[src/rtl/fetch_unit_pkg.sv]
// Shared widths and fetch defaults for the fetch stage and its neighbours.
// context_manager sizes its request window from FETCH_DEPTH / FETCH_IMEM_LAT.
package fetch_unit_pkg;

  localparam int unsigned LEN_WORD       = 32;
  localparam int unsigned LEN_INST       = 32;
  localparam int unsigned LEN_CONTEXT    = 4;

  localparam int unsigned FETCH_DEPTH    = 4;
  localparam int unsigned FETCH_IMEM_LAT = 2;

  typedef struct packed {
    logic [LEN_INST-1:0]    instr;
    logic [LEN_WORD-1:0]    pc;
    logic [LEN_CONTEXT-1:0] ctx;
  } fetch_entry_t;

endpackage

[src/rtl/fetch_fifo.sv]
// Fetched-instruction buffer: synchronous write, combinational head read,
// synchronous clear of pointers and occupancy.
module fetch_fifo
  import fetch_unit_pkg::*;
#(
  parameter int unsigned DEPTH = FETCH_DEPTH
) (
  input  logic                         clk,
  input  logic                         clear,
  input  logic                         wr_en,
  input  fetch_entry_t                 wr_data,
  input  logic                         rd_en,
  output fetch_entry_t                 rd_data,
  output logic [$clog2(DEPTH+1)-1:0]   count
);

  localparam int unsigned PW = $clog2(DEPTH);
  localparam int unsigned CW = $clog2(DEPTH+1);

  fetch_entry_t    mem [DEPTH];
  logic [PW-1:0]   rd_ptr;
  logic [PW-1:0]   wr_ptr;

  always_ff @(posedge clk) begin
    if (wr_en && !clear) begin
      mem[wr_ptr] <= wr_data;
    end
  end

  always_ff @(posedge clk) begin
    if (clear) begin
      rd_ptr <= '0;
      wr_ptr <= '0;
      count  <= '0;
    end else begin
      if (wr_en) wr_ptr <= wr_ptr + 1'b1;
      if (rd_en) rd_ptr <= rd_ptr + 1'b1;
      case ({wr_en, rd_en})
        2'b10:   count <= count + 1'b1;
        2'b01:   count <= count - 1'b1;
        default: ;
      endcase
    end
  end

  assign rd_data = mem[rd_ptr];

  a_count_bound: assert property (@(posedge clk) disable iff (clear) count <= CW'(DEPTH));
  a_no_overflow: assert property (@(posedge clk) disable iff (clear) !(wr_en && count == CW'(DEPTH)));
  a_no_underflow: assert property (@(posedge clk) disable iff (clear) !(rd_en && count == '0));

endmodule

[src/rtl/fetch_unit.sv]
// Instruction fetch: issues BRAM reads for accepted requests, tracks them through a
// fixed-latency shift register and buffers returned words for decode.
module fetch_unit
  import fetch_unit_pkg::*;
#(
  parameter int unsigned IMEM_LAT = FETCH_IMEM_LAT,
  parameter int unsigned DEPTH    = FETCH_DEPTH,
  parameter int unsigned ADDR_W   = 14
) (
  input  logic                   clk,
  input  logic                   rst,
  input  logic                   req_valid,
  input  logic [LEN_WORD-1:0]    req_pc,
  input  logic [LEN_CONTEXT-1:0] req_context,
  output logic                   req_ready,
  input  logic                   flush,
  output logic                   imem_en,
  output logic [ADDR_W-1:0]      imem_addr,
  input  logic [LEN_INST-1:0]    imem_rdata,
  output logic                   order,
  output logic [LEN_INST-1:0]    instr,
  output logic [LEN_WORD-1:0]    pc,
  output logic [LEN_CONTEXT-1:0] context_in,
  input  logic                   dec_ready
);

  localparam int unsigned CW = $clog2(DEPTH+1);
  localparam int unsigned FW = $clog2(DEPTH+IMEM_LAT+1);

  logic [IMEM_LAT-1:0]    vld;
  logic [LEN_WORD-1:0]    sr_pc  [IMEM_LAT];
  logic [LEN_CONTEXT-1:0] sr_ctx [IMEM_LAT];

  logic                   acc;
  logic                   clear;
  logic                   push;
  logic                   pop;
  logic [CW-1:0]          count;
  logic [FW-1:0]          inflight;
  fetch_entry_t           wr_entry;
  fetch_entry_t           head;

  assign clear = rst | flush;

  always_comb begin
    inflight = '0;
    for (int unsigned i = 0; i < IMEM_LAT; i++) begin
      inflight = inflight + FW'(vld[i]);
    end
  end

  // Credit check uses registered occupancy only; a same-cycle pop is not counted.
  assign req_ready = ~clear & ((FW'(count) + inflight) < FW'(DEPTH));
  assign acc       = req_valid & req_ready;
  assign imem_en   = acc;
  assign imem_addr = req_pc[ADDR_W+1:2];

  always_ff @(posedge clk) begin
    if (clear) begin
      vld <= '0;
    end else begin
      vld[0] <= acc;
      for (int unsigned i = 1; i < IMEM_LAT; i++) begin
        vld[i] <= vld[i-1];
      end
    end
  end

  always_ff @(posedge clk) begin
    sr_pc[0]  <= req_pc;
    sr_ctx[0] <= req_context;
    for (int unsigned i = 1; i < IMEM_LAT; i++) begin
      sr_pc[i]  <= sr_pc[i-1];
      sr_ctx[i] <= sr_ctx[i-1];
    end
  end

  // A word landing on a flush/reset edge belongs to a killed fetch and is dropped.
  assign push = vld[IMEM_LAT-1] & ~clear;

  always_comb begin
    wr_entry       = '0;
    wr_entry.instr = imem_rdata;
    wr_entry.pc    = sr_pc[IMEM_LAT-1];
    wr_entry.ctx   = sr_ctx[IMEM_LAT-1];
  end

  assign order = (count != '0) & ~clear;
  assign pop   = order & dec_ready;

  fetch_fifo #(
    .DEPTH(DEPTH)
  ) u_fifo (
    .clk     (clk),
    .clear   (clear),
    .wr_en   (push),
    .wr_data (wr_entry),
    .rd_en   (pop),
    .rd_data (head),
    .count   (count)
  );

  assign instr      = head.instr;
  assign pc         = head.pc;
  assign context_in = head.ctx;

endmodule

[config.mk]
export PLATFORM = sky130hd
export DESIGN_NAME = fetch_unit
export DESIGN_NICKNAME = d
export VERILOG_FILES = /design/src/rtl/fetch_unit_pkg.sv /design/src/rtl/fetch_fifo.sv /design/src/rtl/fetch_unit.sv
export SDC_FILE = /design/constraint.sdc
export NUM_CORES = 1
export LEC_CHECK = 0
export CAP_MARGIN = 20
export CORE_MARGIN = 2
export CORE_UTILIZATION = 58
export DETAILED_ROUTE_END_ITERATION = 8
export MAX_ROUTING_LAYER = met4
export PLACE_DENSITY = 0.8
export SYNTH_ARGS = -nofsm -noshare
export SYNTH_HDL_FRONTEND = slang
export SYNTH_SLANG_ARGS = --single-unit
[constraint.sdc]
create_clock -name clk -period 7.5 [get_ports clk]
set_input_delay 2.25 -clock clk [delete_from_list [all_inputs] [get_ports clk]]
set_output_delay 2.25 -clock clk [all_outputs]
set_load 0.005 [all_outputs]
Word-level counts from Yosys, hierarchy flattened --
Memory sizes are Yosys's and may differ from the RTL's. A register that Yosys moved wholly into a read port is not among the register bits. Cells that the tools add are included. Widths: inputs -> output; s select.
Storage, ports and cells: flip-flop bits (word level) 9, RAM bits 344, input bits 73, logic and storage cells 32, memories kept 3
Operators by class: $add $sub $neg 6, order comparisons 1, equal/unequal tests 2, mux-type cells 5, bitwise operators 7, reduce and logical (&&, ||, !) cells 4
Memory list:
- u_fifo.mem | depth 4, width 68, read ports 1, clocked after memory_dff 1, write ports 1, line fetch_fifo.sv:20 | fetch_entry_t mem [DEPTH];
- sr_pc | depth 2, width 32, read ports 2, clocked after memory_dff 0, write ports 2, line fetch_unit.sv:31 | logic [LEN_WORD-1:0] sr_pc [IMEM_LAT];
- sr_ctx | depth 2, width 4, read ports 2, clocked after memory_dff 0, write ports 2, line fetch_unit.sv:32 | logic [LEN_CONTEXT-1:0] sr_ctx [IMEM_LAT];
Operator list (number):
- $pmux 3 s2 | 1
- $and 1x1->1 | 5
- $add 2x1->2 const B | 2
- $mux 2 | 2
- $add 3x1->3 const B | 1
- $add 3x2->3 | 1
- $lt 3x3->1 const B | 1
- $reduce_bool 3->1 | 1
- $sub 3x1->3 const B | 1
- $add 1x1->2 | 1
- $eq 2x1->1 const B | 1
- $eq 2x2->1 const B | 1
- $mux 1 | 2
- $reduce_bool 2->1 | 1
- $logic_and 1x1->1 | 1
- $logic_not 1->1 | 1
- $not 1->1 | 1
- $or 1x1->1 | 1

Depth between registers and ports, before layout --
Gate-level depths: netlist (run 1).
word-level depth 6, mapped depth 9, gate-level depth less buffers 8

Modules after synthesis --
A second synthesis (run 1) with hierarchy kept.
Second synthesis, totals: cell total of the unflattened synthesis 499, area total of the unflattened synthesis 11945.2 um^2
By module, submodules not included:
- fetch_fifo | instances 1, cells an instance 398, area an instance 10252.3 um^2, seq. area each 8348.0 um^2
- fetch_unit | instances 1, cells an instance 101, area an instance 1692.9 um^2, seq. area each 1481.4 um^2

Least setup slack after synthesis (run 1) --
No wires, ideal clock.
path kind in2out, start input flush, end output order, arrival time 2868 ps, required time 5250 ps, path slack 2382 ps, cell stages on the path 3, path buffers 1, cells stage by stage or2_2 clkbuf_1 nor2_1
On the way: longest elaborated chain between the ends 3
RTL lines:
- from (decl) | line fetch_unit.sv:16 | input logic flush,
- $or 1x1->1 | line fetch_unit.sv:43 | assign clear = rst | flush;
- $not 1->1 | line fetch_unit.sv:88 | assign order = (count != '0) & ~clear;
- $and 1x1->1 | line fetch_unit.sv:88
- to (decl) | line fetch_unit.sv:20 | output logic order,
Every way passes these cells.

Worst setup path after layout (run 1) --
start input flush, end output req_ready
On the way: longest elaborated chain between the ends 3
RTL lines:
- $or 1x1->1 | line fetch_unit.sv:43
- $not 1->1 | line fetch_unit.sv:53 | assign req_ready = ~clear & ((FW'(count) + inflight) < FW'(DEPTH));
- $and 1x1->1 | line fetch_unit.sv:53
- to (decl) | line fetch_unit.sv:15 | output logic req_ready,
Every way passes these cells.

==> summary.md, run 1 <==
| Metric | Value |
|---|---|
| Peak supply drop | 0.000196 V |
| Grt ovf | 0 |
| IO buf count | between 150 and 200 |
| Final Non-Filler Cells | 966 |
| Via count | approximately 5300 |
| TNS Setup | 0 ns |
| Pwr dens | 263 nW/um^2 |
| # resized after CTS | 0 |
| Final RePlAce weighted congestion | 0.765 |
| Post-synthesis sequential area ratio | 82.3% |
| Outcome | completed |
| DR DRC count | 0 |
| Die area | around 22000 sq um |
| Lkg Pwr | 4.81 nW |
| F_max | 162 MHz |
| WHS Path Cells | 0 |
| Area of the multi-input gates | 1870 sq um |
| YS warnings | 0 |
| WL per Instance | 20.7 um |
| Worst hold path type | reg2reg |
| Width of the die | 148 um |
| Total GRT Usage | between 15 and 20% |
| Die H | 148 um |
| Final net count | 750 |
| Clock Tree Buf Depth | 3 |
| Total wire length | about 20000 um |
| H-tree Lvls | 2 |
| Initial antenna violation count | 0 |
| Synth Area in XOR/XNOR | less than 1% |
| Dpl cells | 901 |
| Max-Cap Viols | 0 |
| Crit share post-route | ~82% |
| Post-synth top area share | 68.4% |
| Worst Skew | 0.0158 ns |
| Multiplexer share of the synthesized area | 12.9% |
| DR iter-0 viols | 332 |
| Simple-gate area share of the yosys netlist | under 10% |
| CP arrival | 3.91 ns |
| Layout area overhead | 24.3% |
| Core Rows | 52 |
| Cells after Synth | 504 |
| CTS tree | done |
| Sink Count | approximately 360 |
| Seq cells post-synth | approximately 360 |
| Detail Route Antenna Nets | 0 |
| Largest family of logic cells by synthesized area | multiplexers |
| Endpoints failing setup | 0 |
| Reg clk slew, reported paths | roughly 0.050 ns |
| Post-synthesis adder-cell area fraction | less than 1% |
| Relative max-transition margin | 28.8% |
| RSZ-0062 raised after global routing | false |
| Synth Area in Compound Gates | 0.346% |
| HPWL after detailed placement | 10900 um |
| Layout filler cell count | approximately 1100 |
| First-pass DRT Iterations | 5 |
| Setup bufs post-CTS | 0 |
| CTS Buf Count | 35 |
| # IOs | 158 |
| First-pass GRT wire length | 31100 um |
| CORE AREA | 20200 sq um |
| Avg Inst Size Synth | 23.7 sq um |
| Clock root buffer | clkbuf_16 |
| Fraction of layout cells with a size suffix above 1 | 19.3% |
| Synth unique cells | 27 |
| Hold Violations, Final | 0 |
| Yosys top cell by area | edfxtp_1 |
| Worst r2r path cells | 8 |
| Syn_nets | between 500 and 600 |
| Critical setup path kind | in2out |
| Antenna diodes | 0 |
| Final Slew Violations | 0 |
| Least-Margin Pin Slew | 1.07 ns |
| Hold buffers post-CTS | 0 |
| Initial Utilization | roughly three fifths |
| Most frequent cells in the layout | 272 x edfxtp_1, 157 x clkdlybuf4s50_1, 81 x dfxtp_1, 68 x mux4_2, 37 x clkbuf_16 |
| FF+latch area | 9840 sq um |
| CP Launch Type | input port |
| Synth area leaders | edfxtp_1 68%, dfxtp_1 14%, mux4_2 13% |
| Vias per cell | 5.50 |
| Later-pin clock latency in the skew report | about 0.50 ns |
| Mapped cell area | 11900 sq um |
| Critical Path RT | 5.25 ns |
| Tot Pwr | approximately 4 mW |
| Vias in the first global route | 5766 |
| Largest net degree at the start of global routing | between 60 and 70 |
| Min Tclk post-route | 6.16 ns |
| Crit. End Element | output port |
| Max Fanout on Critical Path | 11 |
| Most common cell after layout, fill and taps aside | edfxtp_1 |
| Post-layout util | 73.4% |
==> critical path: stages <==
cell             delay, ns
clkdlybuf4s50_1       0.42
or2_2                 0.41
nor3b_1               0.26
clkdlybuf4s50_1       0.57
==> cell usage after synthesis, drive strengths merged <==
cell type,number
edfxtp,272
dfxtp,83
mux4,68
buf,27
nor2,11
ha,6
clkbuf,5
inv,5
and3,4
xor2,4
a21oi,3
and4b,2
nor3,2
o21ai,2
and2,1
fa,1
mux2i,1
nand2,1
nor3b,1
o311ai,1
o31ai,1
or2,1
or3,1
xnor2,1
==> per-layer routing <==
metal	global-route usage [%]	routed length, um	vias to the layer above
li1	-	-	2363
met1	24.9	8350	2723
met2	32.0	10300	196
met3	4.29	1100	29
met4	4.81	331	0
met5	-	0	-
==> state kept, by name, indices dropped and copies added, names as in the netlist, named ones only <==
signal and flops:
u_fifo.rd_ptr 2, u_fifo.count 3, u_fifo.mem 272, vld 2
u_fifo.wr_ptr 2, sr_ctx 8, sr_pc 64
==> cell type report <==
class,instances,share of cell area (%)
Sequential cell,355,66.2
Multi-Input combinational cell,112,12.6
Timing Repair Buffer,161,11.1
Clock buffer,50,6.90
Tap cell,270,2.27
Clock inverter,13,0.834
Inverter,5,0.126
==> where the power goes <==
| group | leakage, nW | internal, mW | switching (mW) |
|---|---|---|---|
| Clock | 0.565 | 1.02 | 0.676 |
| Sequential | 3.14 | 2.13 | 0.0128 |
| Combinational | 1.11 | 0.0445 | 0.0205 |
| Total | 4.81 | 3.20 | 0.709 |
==> metrics by stage <==
step	hold WS, ns	worst slack (ns)	area [sq um]
2_1_floorplan	0.310	2.38	11900
3_3_place_gp	0.311	1.47	13600
3_5_place_dp	0.312	1.34	13600
4_1_cts	0.326	1.34	14800
5_1_grt	0.329	1.27	14900
6_report	0.324	1.34	14900
==> path summary, 6_finish.rpt <==
check             startpoint         endpoint  slack, ns
min              sr_pc[0][0]     sr_pc[0][32]       0.32
min reg2reg      sr_pc[0][0]     sr_pc[0][32]       0.32
max reg2reg  u_fifo.count[0]  u_fifo.count[2]       5.44
max                    flush        req_ready       1.34
==> cell families (layout without fill, tap and decap cells) <==
| group | count (synthesis) | after routing |
|---|---|---|
| AO/OA/AOI/OAI | 7 | 7 |
| XOR/XNOR | 5 | 5 |
| adder cells (fa/ha/maj) | 7 | 7 |
| buffers and inverters | 37 | 229 |
| flip-flops | 355 | 355 |
| multiplexers | 69 | 69 |
| AND/OR/NAND/NOR | 24 | 24 |
Power figures use the tool's default switching activity.
==> run 2, diff against run 1 <==
--- a/config.mk
+++ b/config.mk
@@ -7,10 +7,10 @@
 export LEC_CHECK = 0
 export CAP_MARGIN = 20
 export CORE_MARGIN = 2
-export CORE_UTILIZATION = 58
+export CORE_UTILIZATION = 49
 export DETAILED_ROUTE_END_ITERATION = 8
 export MAX_ROUTING_LAYER = met4
-export PLACE_DENSITY = 0.8
+export PLACE_DENSITY = 0.72
 export SYNTH_ARGS = -nofsm -noshare
 export SYNTH_HDL_FRONTEND = slang
 export SYNTH_SLANG_ARGS = --single-unit
==> constraint.sdc (replaced) <==
create_clock -name clk -period 5.2 [get_ports clk]
set_input_delay 1.56 -clock clk [delete_from_list [all_inputs] [get_ports clk]]
set_output_delay 1.56 -clock clk [all_outputs]
set_load 0.005 [all_outputs]
==> run 2 against run 1 <==
Non-clock buffer count is 6 higher. Utilization decreased by 11 points. Sequential power up 44%. Worst setup slack lost 0.85 ns. First-iteration DRC count down 11%. Sequential share of layout area fell by 0.97 points. Clock power grew 58%. Largest power group unchanged. Highest routed layer unchanged.
==> summary.md, run 2 (same netlist as run 1, synthesis figures left out) <==
| Metric | Value |
|---|---|
| Later-pin clock latency in the skew report | 0.51 ns (about the same) |
| CP Launch Type | input port |
| Largest register FFs | 272 (unchanged) |
| Core Rows | 57 (+9.6%) |
| F_max | 212 MHz |
| Share of power burned in the clock network | 45.6% (+2.2 points) |
| Die H | 160 um (+8.6%) |
| H-tree Lvls | 2 (unchanged) |
| Crit path max-delay family | buffers and inverters |
| Final Slew Violations | 0 (unchanged) |
| Final worst slack | 0.494 ns (-0.847 ns) |
| CTS tree | done |
| Largest net degree at the start of global routing | 69 (unchanged) |
| CORE AREA | 24100 sq um (+19%) |
| Endpoints failing setup | 0 (unchanged) |
| Post-Place Cell Area | 13800 sq um (+1.0%) |
| Reg power frac | 52.8% (-2.1 points) |
| Pint | 4.82 mW (+50%) |
| Clock Tree Buf Depth | 3 (unchanged) |
| Relative max-transition margin | 31.0% (+2.2 points) |
| Reg clk slew, reported paths | 0.06 ns (about the same) |
| DR iter-0 viols | 296 (-11%) |
| WL per Instance | 19.4 um (-6.4%) |
| Final instance area | 15100 sq um (+1.5%) |
| Lkg Pwr | 4.91 nW (+2.0%) |
| Vias per cell | 5.13 (-6.6%) |
| Grt ovf | 0 (unchanged) |
| DR DRC count | 0 (unchanged) |
| Fraction of layout cells with a size suffix above 1 | 20.6% (+1.3 points) |
| Least-Margin Pin Slew | 1.03 ns (-0.0330 ns) |
| Total wire length | 20000 um (-0.14%) |
| Worst hold path type | reg2reg |
| Buf/Inv on CP | 2 (unchanged) |
| HPWL after detailed placement | 11900 um (+9.1%) |
| CTS Buf Count | 36 (+2.9%) |
| Peak supply drop | 0.000230 V (+17%) |
| Max-Cap Viols | 0 (unchanged) |
| Max Fanout on Critical Path | 11 (unchanged) |
| Fin Hold WS | 0.315 ns (-0.00879 ns) |
| Final Non-Filler Cells | 1031 (+6.7%) |
| Sink Count | 355 (unchanged) |
| Crit. End Element | output port |
| CP arrival | 3.15 ns (-0.76 ns) |
| Clock root buffer | clkbuf_16 |
| Most common cell after layout, fill and taps aside | edfxtp_1 |
| Layout area overhead | 26.2% |
| TNS Setup | 0 ns (unchanged) |
| Cells along the critical path | clkdlybuf4s50_1 > or2_2 > nor3b_1 > clkdlybuf4s50_1 |
| Hold Violations, Final | 0 (unchanged) |
| Worst path slowest cell | clkdlybuf4s50_1 |
| Width of the die | 160 um (+8.6%) |
| Final net count | 757 (+0.93%) |
| Detail Route Antenna Nets | 0 (unchanged) |
| Final RePlAce weighted congestion | 0.732 (-4.3%) |
| Worst Skew | 0.0137 ns (-0.00214 ns) |
| Layout filler cell count | 1685 (+47%) |
| Critical Path RT | 3.64 ns (-1.61 ns) |
| Net Switching | 1.05 mW (+48%) |
| # resized after CTS | 0 (unchanged) |
| Hold buffers post-CTS | 0 (unchanged) |
| Most frequent cells in the layout | 272 x edfxtp_1, 157 x clkdlybuf4s50_1, 81 x dfxtp_1, 68 x mux4_2, 37 x clkbuf_16 |
| First-pass DRT Iterations | 4 (-1) |
| Min Tclk post-route | between 4 and 5 ns |
| Die area | 25600 sq um (+18%) |
| Max incr delay on CP | 0.54 ns (-0.03 ns) |
| Post-Place Worst Slack | 0.496 ns (-0.846 ns) |
| Dpl cells | 963 (+6.9%) |
| Fraction of power spent switching nets | 17.9% (-0.25 points) |
| IO buf count | 157 (unchanged) |
| Logic pwr share | 1.6% (about the same) |
| Crit share post-route | 90.5% |
| First-pass GRT wire length | 31400 um (+1.0%) |
| Initial antenna violation count | 1 (+1) |
| Setup bufs post-CTS | 0 (unchanged) |
| Pwr dens | 389 nW/um^2 (+48%) |
| Top reg by flops | u_fifo.mem |
| Initial Utilization | 49.6% (-9.5 points) |
| RSZ-0062 raised after global routing | false |
| Top flop regs | u_fifo.mem x272, sr_pc x64, sr_ctx x8 |
| Critical setup path kind | in2out |
| # IOs | 158 (unchanged) |
| Outcome | completed |
| Crit-path most repeated cell | clkdlybuf4s50_1 |
| Vias in the first global route | 5786 (+0.35%) |
| Via count | 5294 (-0.32%) |
| Total GRT Usage | 16.4% (-3.0 points) |
-- run 2: path summary, 6_finish.rpt --
check | depth (start not counted) | slack, ns | from | to
setup reg to reg | 8 | 3.13 | u_fifo.count[0] | u_fifo.count[2]
setup / recovery | 4 | 0.49 | flush | req_ready
hold reg to reg | 0 | 0.32 | sr_pc[0][16] | sr_pc[0][48]
hold / removal | 0 | 0.32 | sr_pc[0][16] | sr_pc[0][48]
-- run 2: power by group through the flow --
stage                     clock network, mW  registers (mW)  logic (mW)
after global placement                    0            3.15      0.0892
after CTS                              2.74            3.10      0.0939
after floorplan                           0            3.15      0.0162
final                                  2.68            3.10      0.0927
after global routing                   2.86            3.10      0.0988
after detailed placement                  0            3.16      0.0928
-- run 2: worst reg2reg max path, cell delays in order, from the launching register on --
cell	delay, ns
dfxtp_1	0.45
o31ai_1	0.15
nor2_1	0.14
ha_1	0.22
inv_1	0.07
fa_1	0.38
xor2_1	0.16
or3_1	0.30
a21oi_1	0.14
-- run 2: layout make-up --
| cell class | instances | area (sq um) | area share (%) |
|---|---|---|---|
| tap | 324 | 405 | 2.69 |
| sequential | 355 | 9840 | 65.3 |
| clock buffer | 48 | 1050 | 6.95 |
| inverter | 5 | 18.8 | 0.125 |
| timing repair buffer | 167 | 1660 | 11.0 |
| antenna | 2 | 5.00 | 0.0332 |
| multi-input combinational | 112 | 1870 | 12.4 |
| clock inverter | 18 | 233 | 1.54 |
-- run 2: layer usage --
| layer | global-route usage [%] | vias up | wire, um | share of wire [%] |
|---|---|---|---|---|
| li1 | - | 2388 | - | - |
| met1 | 20.9 | 2710 | 8520 | 43 |
| met2 | 26.1 | 170 | 9880 | 49 |
| met3 | 4.78 | 26 | 1300 | 6.5 |
| met4 | 4.30 | 0 | 311 | 1.6 |
| met5 | - | - | 0 | 0 |
-- run 2: per-stage QoR --
stage	power (mW)	util [%]
2_1_floorplan	3.17	-
3_3_place_gp	3.24	57.2
3_5_place_dp	3.25	57.2
4_1_cts	5.93	62.5
5_1_grt	6.06	62.5
6_report	5.87	62.5
==> run 3, diff against run 2 <==
--- a/config.mk
+++ b/config.mk
@@ -7,10 +7,10 @@
 export LEC_CHECK = 0
 export CAP_MARGIN = 20
 export CORE_MARGIN = 2
-export CORE_UTILIZATION = 49
+export CORE_UTILIZATION = 58
 export DETAILED_ROUTE_END_ITERATION = 8
 export MAX_ROUTING_LAYER = met4
-export PLACE_DENSITY = 0.72
+export PLACE_DENSITY = 0.8
 export SYNTH_ARGS = -nofsm -noshare
 export SYNTH_HDL_FRONTEND = slang
 export SYNTH_SLANG_ARGS = --single-unit
==> constraint.sdc (replaced) <==
create_clock -name clk -period 5.49 [get_ports clk]
set_input_delay 1.647 -clock clk [delete_from_list [all_inputs] [get_ports clk]]
set_output_delay 1.647 -clock clk [all_outputs]
set_load 0.005 [all_outputs]
==> run 3 against run 2 <==
Via count fell by 0.70%. Wire length grew 0.62%. Global-route usage up 3.1 points. Register-to-register slack better by 0.27 ns. Sequential power down 5%. Die area fell by 15%. Clock skew up 0.0012 ns. Utilization rose by 11 points. Combinational power decreased by 5.3%. Cell count fell by 6.8%. Worst hold slack gained 0.0090 ns. Clock-buffer cell count rose by 4.
==> summary.md, run 3 (same netlist as run 1, synthesis figures left out) <==
| Metric | Value |
|---|---|
| Hold Violations, Final | 0 (unchanged) |
| Width of the die | 148 um (-7.9%) |
| Later-pin clock latency in the skew report | 0.50 ns (about the same) |
| Min Tclk post-route | 4.90 ns |
| Layout filler cell count | 1121 (-33%) |
| Least-Margin Pin Slew | 1.08 ns (+0.0467 ns) |
| WHS Path Cells | 0 (unchanged) |
| F_max | 204 MHz |
| Initial antenna violation count | 0 (-1) |
| Most common cell after layout, fill and taps aside | edfxtp_1 |
| Outcome | completed |
| Clock Tree Buf Depth | 3 (unchanged) |
| Layout area overhead | 24.1% |
| TNS Setup | 0 ns (unchanged) |
| HPWL after detailed placement | 10600 um (-12%) |
| Antenna diodes | 0 (-2) |
| CORE AREA | 20200 sq um (-16%) |
| Max Fanout on Critical Path | 11 (unchanged) |
| Lkg Pwr | 4.80 nW (-2.2%) |
| Total GRT Usage | 19.4% (+3.1 points) |
| Largest register FFs | 272 (unchanged) |
| Critical Path RT | 3.84 ns (+0.20 ns) |
| Final RePlAce weighted congestion | 0.809 (+11%) |
| Worst Skew | 0.0149 ns (+0.00122 ns) |
| Max-Cap Viols | 0 (unchanged) |
| CP Launch Type | input port |
| Sink Count | 355 (unchanged) |
| CTS Buf Count | 35 (-2.8%) |
| Pwr dens | 361 nW/um^2 (-7.2%) |
| Worst r2r path cells | 8 (unchanged) |
| Setup bufs post-CTS | 0 (unchanged) |
| Grt ovf | 0 (unchanged) |
| Final net count | 748 (-1.2%) |
| Clock root buffer | clkbuf_16 |
| Detail Route Antenna Nets | 0 (unchanged) |
| DR DRC count | 0 (unchanged) |
| Crit share post-route | between 80% and 90% |
| First-pass DRT Iterations | 4 (unchanged) |
| Initial Utilization | 59.0% (+9.5 points) |
| Crit. End Element | output port |
| Vias in the first global route | 5712 (-1.3%) |
| DR iter-0 viols | 336 (+14%) |
| Die H | 148 um (-7.9%) |
| Crit-path most repeated cell | clkdlybuf4s50_1 |
| Die area | 21800 sq um (-15%) |
| IO buf count | 157 (unchanged) |
| Post-layout util | 73.3% (+11 points) |
| # resized after CTS | 0 (unchanged) |
| Max incr delay on CP | 0.53 ns (about the same) |
| Hold buffers post-CTS | 0 (unchanged) |
| Fraction of layout cells with a size suffix above 1 | 18.5% (-2.0 points) |
| H-tree Lvls | 2 (unchanged) |
| Worst hold path type | reg2reg |
| First-pass GRT wire length | 30900 um (-1.5%) |
| Vias per cell | 5.47 (+6.5%) |
| Largest net degree at the start of global routing | 69 (unchanged) |
| Core Rows | 52 (-8.8%) |
| Reg clk slew, reported paths | 0.06 ns (about the same) |
| Worst path slowest cell | clkdlybuf4s50_1 |
| Top flop regs | u_fifo.mem x272, sr_pc x64, sr_ctx x8 |
| Via count | 5257 (-0.70%) |
| Endpoints failing setup | 0 (unchanged) |
| CTS tree | done |
| RSZ-0062 raised after global routing | false |
| Critical setup path kind | in2out |
| Relative max-transition margin | 27.9% (-3.1 points) |
| Most frequent cells in the layout | 272 x edfxtp_1, 157 x clkdlybuf4s50_1, 81 x dfxtp_1, 68 x mux4_2, 38 x clkbuf_16 |
| WL per Instance | 20.9 um (+7.9%) |
| Cells along the critical path | clkdlybuf4s50_1 > or2_2 > nor3b_1 > clkdlybuf4s50_1 |
| CP arrival | 3.25 ns (+0.10 ns) |
| Peak supply drop | 0.000340 V (+48%) |
| Top reg by flops | u_fifo.mem |
| Total wire length | 20100 um (+0.62%) |
| # IOs | 158 (unchanged) |
| Final Slew Violations | 0 (unchanged) |
-- run 3: cell count changes in the layout (fill, tap and decap cells not counted), moves of 2 or more --
cell	change
diode_2	-2
clkbuf_8	-3
bufinv_16	-3
buf_4	-9
clkinv_1	-3
clkbuf_1	+6
inv_6	-3
-- run 3: final timing paths --
check                   from               to  slack [ns]
min             sr_pc[0][30]     sr_pc[0][62]        0.32
min reg2reg     sr_pc[0][30]     sr_pc[0][62]        0.32
max                    flush        req_ready        0.59
max reg2reg  u_fifo.count[0]  u_fifo.count[2]        3.40
-- run 3: area by class of cell --
class / count / area, sq um / share of cell area, %
multi-input cells: 112 / 1870 / 12.6
inverters: 5 / 18.8 / 0.127
clock buffers: 52 / 1050 / 7.10
clock inverters: 8 / 93.8 / 0.633
well taps: 270 / 338 / 2.28
flip-flops and latches: 355 / 9840 / 66.3
repair buffers: 159 / 1620 / 10.9
-- run 3: layer usage --
layer  wire, um  vias to the layer above  GRT usage, %  part of all wire, %
li1           -                     2347             -                    -
met1       8280                     2703          24.2                   41
met2      10500                      174          33.3                   52
met3       1000                       33          3.73                  5.0
met4        367                        0          5.00                  1.8
met5          0                        -             -                    0
-- run 3: metrics by stage --
stage | setup slack (ns) | total power [mW] | hold WS [ns] | instances | instance area, sq um
2_1_floorplan | 1.48 | 3.00 | 0.310 | 504 | 11900
3_5_place_dp | 0.630 | 3.08 | 0.312 | 900 | 13700
5_1_grt | 0.553 | 5.51 | 0.329 | 961 | 14800
3_3_place_gp | 0.656 | 3.07 | 0.310 | 900 | 13700
6_report | 0.593 | 5.36 | 0.325 | 961 | 14800
4_1_cts | 0.619 | 5.40 | 0.324 | 960 | 14800
-- run 3: critical path, delay by kind of cell --
| kind | cells | cell delay, ns |
|---|---|---|
| buf+inv | 2 | 0.97 |
| simple gates | 2 | 0.63 |
-- run 3: report_power, final --
| part | internal [mW] | leakage (nW) | total [mW] | switching (mW) |
|---|---|---|---|---|
| clock | 1.42 | 0.563 | 2.33 | 0.913 |
| combinational | 0.0607 | 1.09 | 0.0878 | 0.0271 |
| sequential | 2.92 | 3.14 | 2.93 | 0.0181 |
| total | 4.40 | 4.80 | 5.36 | 0.958 |
